**config.mk**
```make
export PLATFORM = sky130hd
export DESIGN_NAME = bayer_window_5x5
export DESIGN_NICKNAME = d
export VERILOG_FILES = /design/src/rtl/bayer_window_5x5.sv
export SDC_FILE = /design/constraint.sdc
export NUM_CORES = 2
export LEC_CHECK = 0
export BUFFER_PORTS_ARGS = -buffer_cell sky130_fd_sc_hd__buf_2
export CAP_MARGIN = 30
export CORE_UTILIZATION = 37
export DETAILED_ROUTE_END_ITERATION = 12
export PLACE_DENSITY = 0.48
export SLEW_MARGIN = 20
export SYNTH_ARGS = -nofsm -noshare
export SYNTH_HDL_FRONTEND = slang
export SYNTH_SLANG_ARGS = --single-unit
```
**constraint.sdc**
```tcl
create_clock -name clk -period 11.8 [get_ports clk]
set_input_delay 0 -clock clk [delete_from_list [all_inputs] [get_ports clk]]
set_output_delay 0 -clock clk [all_outputs]
set_load 0.05 [all_outputs]
```
**src/rtl/bayer_window_5x5.sv**
```systemverilog
// bayer_window_5x5
//   Raster-to-window front end for CFA processing. Pixels arrive in raster
//   order, one per pix_valid cycle. Four line buffers plus a small column
//   shift register build a 5x5 neighbourhood. Every fully interior window
//   (centre at least two pixels from every edge) is presented for one cycle.
//
// Ports
//   clk        rising-edge clock
//   rst        synchronous reset, active high
//   pix_in     raster pixel, left->right, top->bottom
//   pix_valid  pixel valid; low = stall, nothing advances
//   sof        first pixel of frame (only sampled with pix_valid)
//   win_valid  window outputs valid this cycle
//   p_<r>_<c>  25 window pixels; r = row, c = column offset from centre
//   win_row    image row of the window centre
//   win_col    image column of the window centre
//   frame_done one-cycle pulse after the last pixel of a frame is accepted
module bayer_window_5x5 #(
   parameter int PIX_W = 12,
   parameter int IMG_W = 64,
   parameter int IMG_H = 64,
   parameter int CNT_W = 7
) (
   input  logic             clk,
   input  logic             rst,
   input  logic [PIX_W-1:0] pix_in,
   input  logic             pix_valid,
   input  logic             sof,
   output logic             win_valid,
   output logic [PIX_W-1:0] p_m2_m2, p_m2_m1, p_m2_p0, p_m2_p1, p_m2_p2,
   output logic [PIX_W-1:0] p_m1_m2, p_m1_m1, p_m1_p0, p_m1_p1, p_m1_p2,
   output logic [PIX_W-1:0] p_p0_m2, p_p0_m1, p_p0_p0, p_p0_p1, p_p0_p2,
   output logic [PIX_W-1:0] p_p1_m2, p_p1_m1, p_p1_p0, p_p1_p1, p_p1_p2,
   output logic [PIX_W-1:0] p_p2_m2, p_p2_m1, p_p2_p0, p_p2_p1, p_p2_p2,
   output logic [CNT_W-1:0] win_row,
   output logic [CNT_W-1:0] win_col,
   output logic             frame_done
);

   localparam int AW = (IMG_W > 1) ? $clog2(IMG_W) : 1;
   localparam logic [CNT_W-1:0] COL_LAST = CNT_W'(IMG_W - 1);
   localparam logic [CNT_W-1:0] ROW_LAST = CNT_W'(IMG_H - 1);
   localparam logic [CNT_W-1:0] ONE      = CNT_W'(1);
   localparam logic [CNT_W-1:0] TWO      = CNT_W'(2);
   localparam logic [CNT_W-1:0] FOUR     = CNT_W'(4);

   logic             accept;
   logic [CNT_W-1:0] col_q, row_q, col_d, row_d;
   logic [CNT_W-1:0] eff_col, eff_row;
   logic [AW-1:0]    wr_addr, rd_addr;
   logic             win_valid_d;

   logic [PIX_W-1:0] lb_rd   [4];   // LBk read data = pixel(row-1-k, col)
   logic [PIX_W-1:0] lb_wr   [4];
   logic [PIX_W-1:0] col_new [5];   // incoming p2 column, index 0 = row m2
   logic [PIX_W-1:0] sh_q    [4][5];// last four columns [col][row], 0 = oldest
   logic [PIX_W-1:0] win_q   [5][5];// presented window [row][col]
   logic [CNT_W-1:0] win_row_q, win_col_q;
   logic             win_valid_q, frame_done_q;

   assign accept  = pix_valid & ~rst;
   // sof forces the accepted pixel to (0,0), resynchronising mid-frame.
   assign eff_col = sof ? '0 : col_q;
   assign eff_row = sof ? '0 : row_q;

   always_comb begin
      col_d = eff_col + ONE;
      row_d = eff_row;
      if (eff_col == COL_LAST) begin
         col_d = '0;
         row_d = (eff_row == ROW_LAST) ? '0 : eff_row + ONE;
      end
   end

   // The RAM read is registered, so each accept prefetches the column the
   // next pixel will use. A resync via sof breaks the prefetch once, but the
   // wrong data only lands in entries standing for rows above the new frame,
   // which the validity gating never lets out.
   assign wr_addr = eff_col[AW-1:0];
   assign rd_addr = col_d[AW-1:0];

   assign win_valid_d = accept && (eff_row >= FOUR) && (eff_col >= FOUR);

   always_ff @(posedge clk) begin
      if (rst) begin
         col_q <= '0;
         row_q <= '0;
      end else if (accept) begin
         col_q <= col_d;
         row_q <= row_d;
      end
   end

   assign lb_wr[0] = pix_in;

   genvar gi;
   generate
      for (gi = 1; gi < 4; gi++) begin : g_chain
         assign lb_wr[gi] = lb_rd[gi-1];
      end

      for (gi = 0; gi < 4; gi++) begin : g_lb
         logic [PIX_W-1:0] mem [IMG_W];
         logic [PIX_W-1:0] rd_q;
         always_ff @(posedge clk) begin
            if (accept)
               mem[wr_addr] <= lb_wr[gi];
            if (rst)
               rd_q <= '0;
            else if (accept)
               rd_q <= mem[rd_addr];
         end
         assign lb_rd[gi]   = rd_q;
         assign col_new[gi] = lb_rd[3-gi];
      end
   endgenerate

   assign col_new[4] = pix_in;

   always_ff @(posedge clk) begin
      if (rst) begin
         for (int c = 0; c < 4; c++)
            for (int r = 0; r < 5; r++)
               sh_q[c][r] <= '0;
      end else if (accept) begin
         for (int r = 0; r < 5; r++) begin
            for (int c = 0; c < 3; c++)
               sh_q[c][r] <= sh_q[c+1][r];
            sh_q[3][r] <= col_new[r];
         end
      end
   end

   // Presented window only loads on an emitted window so it holds otherwise.
   always_ff @(posedge clk) begin
      if (rst) begin
         for (int r = 0; r < 5; r++)
            for (int c = 0; c < 5; c++)
               win_q[r][c] <= '0;
         win_row_q    <= '0;
         win_col_q    <= '0;
         win_valid_q  <= 1'b0;
         frame_done_q <= 1'b0;
      end else begin
         win_valid_q  <= win_valid_d;
         frame_done_q <= accept && (eff_row == ROW_LAST) && (eff_col == COL_LAST);
         if (win_valid_d) begin
            for (int r = 0; r < 5; r++) begin
               for (int c = 0; c < 4; c++)
                  win_q[r][c] <= sh_q[c][r];
               win_q[r][4] <= col_new[r];
            end
            win_row_q <= eff_row - TWO;
            win_col_q <= eff_col - TWO;
         end
      end
   end

   assign win_valid  = win_valid_q;
   assign frame_done = frame_done_q;
   assign win_row    = win_row_q;
   assign win_col    = win_col_q;

   assign p_m2_m2 = win_q[0][0];
   assign p_m2_m1 = win_q[0][1];
   assign p_m2_p0 = win_q[0][2];
   assign p_m2_p1 = win_q[0][3];
   assign p_m2_p2 = win_q[0][4];
   assign p_m1_m2 = win_q[1][0];
   assign p_m1_m1 = win_q[1][1];
   assign p_m1_p0 = win_q[1][2];
   assign p_m1_p1 = win_q[1][3];
   assign p_m1_p2 = win_q[1][4];
   assign p_p0_m2 = win_q[2][0];
   assign p_p0_m1 = win_q[2][1];
   assign p_p0_p0 = win_q[2][2];
   assign p_p0_p1 = win_q[2][3];
   assign p_p0_p2 = win_q[2][4];
   assign p_p1_m2 = win_q[3][0];
   assign p_p1_m1 = win_q[3][1];
   assign p_p1_p0 = win_q[3][2];
   assign p_p1_p1 = win_q[3][3];
   assign p_p1_p2 = win_q[3][4];
   assign p_p2_m2 = win_q[4][0];
   assign p_p2_m1 = win_q[4][1];
   assign p_p2_p0 = win_q[4][2];
   assign p_p2_p1 = win_q[4][3];
   assign p_p2_p2 = win_q[4][4];

endmodule

```
---- Word-level counts from Yosys, hierarchy flattened ----
Memories as Yosys holds them, arrays and structs flattened. A register that Yosys moved wholly into a read port is not among the register bits.
Index checks and enable logic that the tools add are counted.
word-level totals
  bits in registers ....................... 30
  bits in writable memories ............... 3612
  bits of input ports ..................... 16
  output and inout port bits .............. 316
  word-level logic and storage cells ...... 130
  memories kept ........................... 6
memory list
  memory       words  width  rd ports  clocked after Yosys merged registers in  wr ports  line  text
  g_lb[0].mem  64     12     1         1                                        1         103   logic [PIX_W-1:0] mem [IMG_W];
  g_lb[1].mem  64     12     1         1                                        1         103
  g_lb[2].mem  64     12     1         1                                        1         103
  g_lb[3].mem  64     12     1         1                                        1         103
  win_q        5      60     5         0                                        5         57    logic [PIX_W-1:0] win_q [5][5];
  sh_q         4      60     4         0                                        4         56    logic [PIX_W-1:0] sh_q [4][5];
cells by class
  add/sub/neg operators ................... 4
  magnitude comparators ................... 2
  equality and inequality tests ........... 2
  muxes and demuxes ....................... 59
  bitwise operators ....................... 47
  reductions and logical operators ........ 4
operators by type and width
  kind                 count
  $mux 12              45
  $or 1x1->1           45
  $mux 7               5
  $add 7x1->7 const B  2
  $eq 7x6->1 const B   2
  $ge 7x3->1 const B   2
  $sub 7x2->7 const B  2
  $mux 1               9
  $logic_and 1x1->1    4
  $and 1x1->1          1
  $not 1->1            1

---- Depth between registers and ports, before layout ----
  depth after elaboration ................. 8
  depth in mapped cells ................... 21
  mapped depth without buffers ............ 11

---- Worst setup path after synthesis ----
OpenSTA, ideal clock, no wires.
  path type ............................... register to register
  start point ............................. register col_q[4]
  end point ............................... memory win_q[0][0] (netlist name), enable pin
  library setup time ...................... 538 ps
  arrival ................................. 5381 ps
  slack ................................... 5880 ps
  cell stages (with the launch flop) ...... 9
  buffers on the path ..................... 3
  period minus slack after synthesis ...... 5920 ps
  cells stage by stage .................... dfxtp_1 buf_2 nor3_1 nor2_2 nor3_1 nor4_2 buf_2 buf_2 or2_2
RTL lines
  what                    line  text
  start, declared         48    logic [CNT_W-1:0] col_q, row_q, col_d, row_d;
  start signal, assigned  89    col_q <= col_d;
  end, declared           57

---- Worst setup path in the final report ----
  start point ............................. register col_q[0]
  end point ............................... register g_lb[0].rd_q[3] (read register of g_lb[0].mem)
between the ends
  word-level cells in the longest chain between the ends .. 3
RTL lines
  what                                       line    text
  $mux 7 (*)                                 63      assign eff_col = sof ? '0 : col_q;
  $add 7x1->7 or $eq 7x6->1 (tied branches)  67, 69
  $mux 7 (*)                                 69      if (eff_col == COL_LAST) begin
  end, declared                              104     logic [PIX_W-1:0] rd_q;
Mark *: on every way between the ends. The rest lies on a longest branch, timed or not.
A chain may end at the register's enable or synchronous reset.

==> metrics <==
Post-Syn Area per Cell=21.3 um2; Placed Instances=11800; slowest cell on the critical path=buf_4; clk buf depth=4; kind of critical path=flip-flop to flip-flop; vias in the first global route=70100; cts repair resizes=0; setup tns final=0 ns; total gr overflow=0; clock tree sinks=3690; Switch Pwr=5.97 mW; crit-path leading delay family=buffers and inverters; sequential area share after synthesis=78.9%; Max Cap Viol=0; chip width=616 um; H-tree levels=5; final worst path period need=5.86 ns; post-DP HPWL=233 mm; FF-to-FF path depth=11; CTS root buf=clkbuf_16; FP Rows=224; Layout Nets=7223; part of the cycle the worst path needs=49.7%; Tightest Pin Transition=1.08 ns; Multi-input gate area=28300 um2; Synth Flop Type=edfxtp_1; DRT Pass-1 Iters=5; Clock transition at path regs=0.06 ns; PD cells=173 nW/um2; Remaining DRCs=0; minimum hold slack=0.0976 ns; Int Pwr=21.9 mW; achievable frequency=171 MHz; Final Wtd Congestion=0.783; Reg power frac=52.4%; Yosys reg bits=3690; part of the power in combinational logic=3.7%; Starting Density=37.3%; layout cells sized above 1=27.3%; clock share of power=43.9%; Syn Inst Count=6552; switch share=21.4%; synthesized area=139000 um2; via count=70100; Critical Path RT=12.56 ns; final count of hold timing violations=0; Seq. cell area=110000 um2; non-filler instance count after layout=12500; status=finished, final reports clean; Crit path depth=11; die height=616 um; Synth async-reset ratio=0%; total power=27.9 mW; Num CTS Buffers=392; first-pass GRT wire length=586 mm; peak supply drop=0.000126 V; Hold Crit Class=input port to flip-flop; Static Leak=52.4 nW; Post-synth EDFFs=3600; CP Cell Sequence=nand2_4, inv_8, ha_1, nand3_1, xnor2_2, nand2_8, buf_4, mux2i_1, o22ai_1, a2111oi_1, nand2_1; Worst Setup EP=g_lb[0].rd_q[3]; IO Port Bufs=331; Worst EP arrival=6.63 ns; routed vias/inst=5.60; Die ar.=379000 um2; CTS tree=built; syn nets=6576; final setup skew=0.0521 ns; R2R setup slack=5.94 ns; # IOs=332; # setup viols final=0; RSZ-0062 raised after global routing=no; Routed WL per cell=34.1 um; Reg-to-Reg Start=col_q[0]; critical-path maximum fanout=68; capturing point of the worst reg2reg path=g_lb[0].rd_q[3]; post-synthesis cell type count=66; CP endpoint kind=flip-flop; slew margin rel.=27.8%; crit path from=col_q[0]; Buf/Inv on CP=2; initial antenna violation count=31; Setup Fix Bufs, Post-CTS=0; largest net degree at the start of global routing=169; max incr delay on CP=0.86 ns; DRT antenna net count=0; Iteration-0 DRC Markers=8484; gr usage total=22.2%; Core Footprint=373000 um2; Critical Path Source Type=flip-flop; Slew Viols, Final=0; clk_lat worst skew=0.97 ns; Routed WL=427 mm; synth-to-layout area growth=15.9%; Fill cells=32300; total of warnings raised by yosys=0
synthesized netlist by cell type (3+ instances only):
master | number | area share [%]
edfxtp_1 | 3600 | 78
mux4_2 | 763 | 12
and2_1 | 529 | 2.4
nand2_1 | 269 | 0.72
o22ai_1 | 154 | 0.69
a21oi_1 | 153 | 0.55
buf_2 | 150 | 0.54
clkbuf_1 | 150 | 0.40
mux2i_1 | 149 | 1.1
nor2_1 | 119 | 0.32
dfxtp_1 | 90 | 1.3
nand3_1 | 71 | 0.26
nor3_1 | 50 | 0.18
a2111oi_0 | 32 | 0.20
o21ai_0 | 30 | 0.11
buf_4 | 25 | 0.13
buf_1 | 22 | 0.059
a211oi_1 | 17 | 0.092
a31oi_1 | 14 | 0.063
inv_1 | 13 | 0.035
buf_6 | 12 | 0.097
a22oi_1 | 11 | 0.059
nor2b_1 | 10 | 0.045
o31ai_1 | 10 | 0.054
ha_1 | 8 | 0.072
o221ai_1 | 8 | 0.050
a22o_1 | 7 | 0.044
or3_1 | 7 | 0.031
or4_1 | 6 | 0.032
xnor2_1 | 5 | 0.031
a221o_1 | 4 | 0.029
a311oi_1 | 4 | 0.025
nand2b_1 | 4 | 0.018
o211ai_1 | 4 | 0.022
xor2_1 | 4 | 0.025
a21o_1 | 3 | 0.016
a221oi_1 | 3 | 0.019
a32oi_1 | 3 | 0.019
and3_1 | 3 | 0.013
nand4_1 | 3 | 0.013
o21ai_1 | 3 | 0.011
metal layers:
| layer | part of all wire [%] | global-route usage [%] |
|---|---|---|
| met2 | 48 | 36.1 |
| met3 | 6.7 | 3.19 |
| met1 | 43 | 31.7 |
| met5 | 0 | 0 |
| met4 | 2.5 | 5.34 |
state kept, by name, summed over array words and instances, names as in the netlist:
name and cells:
g_lb.rd_q 48, row_q 7, frame_done 1, win_col 7, g_lb.mem 3072, win_row 7, col_q 7, sh_q 240
win_q 300, win_valid 1
worst min path at each step:
stage	cells after the start	startpoint	endpoint
after floorplan	0	pix_in[0]	g_lb[0].mem[0][0]
after global placement	2	row_q[0]	row_q[0]
after detailed placement	1	pix_in[2]	g_lb[0].mem[17][2]
after CTS	2	pix_in[2]	g_lb[0].mem[30][2]
after global routing	2	pix_in[2]	g_lb[0].mem[30][2]
final	2	pix_in[2]	g_lb[0].mem[30][2]
power by group through the flow:
stage / clock network [mW] / logic (mW) / registers, mW
floorplan: 0 / 0.443 / 15.0
global placement: 0 / 1.01 / 14.9
detailed placement: 0 / 1.03 / 14.9
CTS: 12.5 / 1.04 / 14.6
global route: 12.9 / 1.08 / 14.6
finish: 12.2 / 1.02 / 14.6
repair_timing:
item / 4_1_cts / 5_1_grt
hold buffers: 16 / 0
hold endpoints to repair: 815 / 0
setup endpoints to repair: 0 / 0
cell families after synthesis:
group                    count (synthesis)  synth area share, %
XOR/XNOR                                11               0.0880
adder cells (fa/ha/maj)                  8               0.0719
multiplexers                           912                 13.4
buffers and inverters                  374                 1.28
AO/OA/AOI/OAI                          475                 2.16
AND/OR/NAND/NOR                       1082                 4.09
flip-flops                            3690                 78.9
cells in the final DEF (no fill, tap or decap), drive strengths merged, types with 71 or more instances in the layout:
cell type / synthesis / final
a21oi: 154 / 154
and2: 529 / 529
buf: 209 / 592
clkbuf: 150 / 501
clkinv: 0 / 172
dfxtp: 90 / 90
edfxtp: 3600 / 3600
mux2i: 149 / 149
mux4: 763 / 763
nand2: 272 / 272
nand3: 71 / 71
nor2: 121 / 121
o22ai: 154 / 154
stage by stage:
stage	util [%]	area (um2)	setup WS, ns
2_1_floorplan	-	139000	5.88
3_3_place_gp	39.7	148000	4.48
3_5_place_dp	39.8	149000	5.87
4_1_cts	43.2	161000	5.88
5_1_grt	43.2	161000	5.68
6_report	43.3	161000	5.94
area by class of cell:
cell class	count	area share, %
clock buffers	499	6.49
inverters	15	0.0457
well taps	4972	3.85
flip-flops and latches	3690	68.1
repair buffers	612	2.62
multi-input cells	2488	17.5
diodes	20	0.0310
clock inverters	225	1.35
Power figures use the tool's default switching activity.
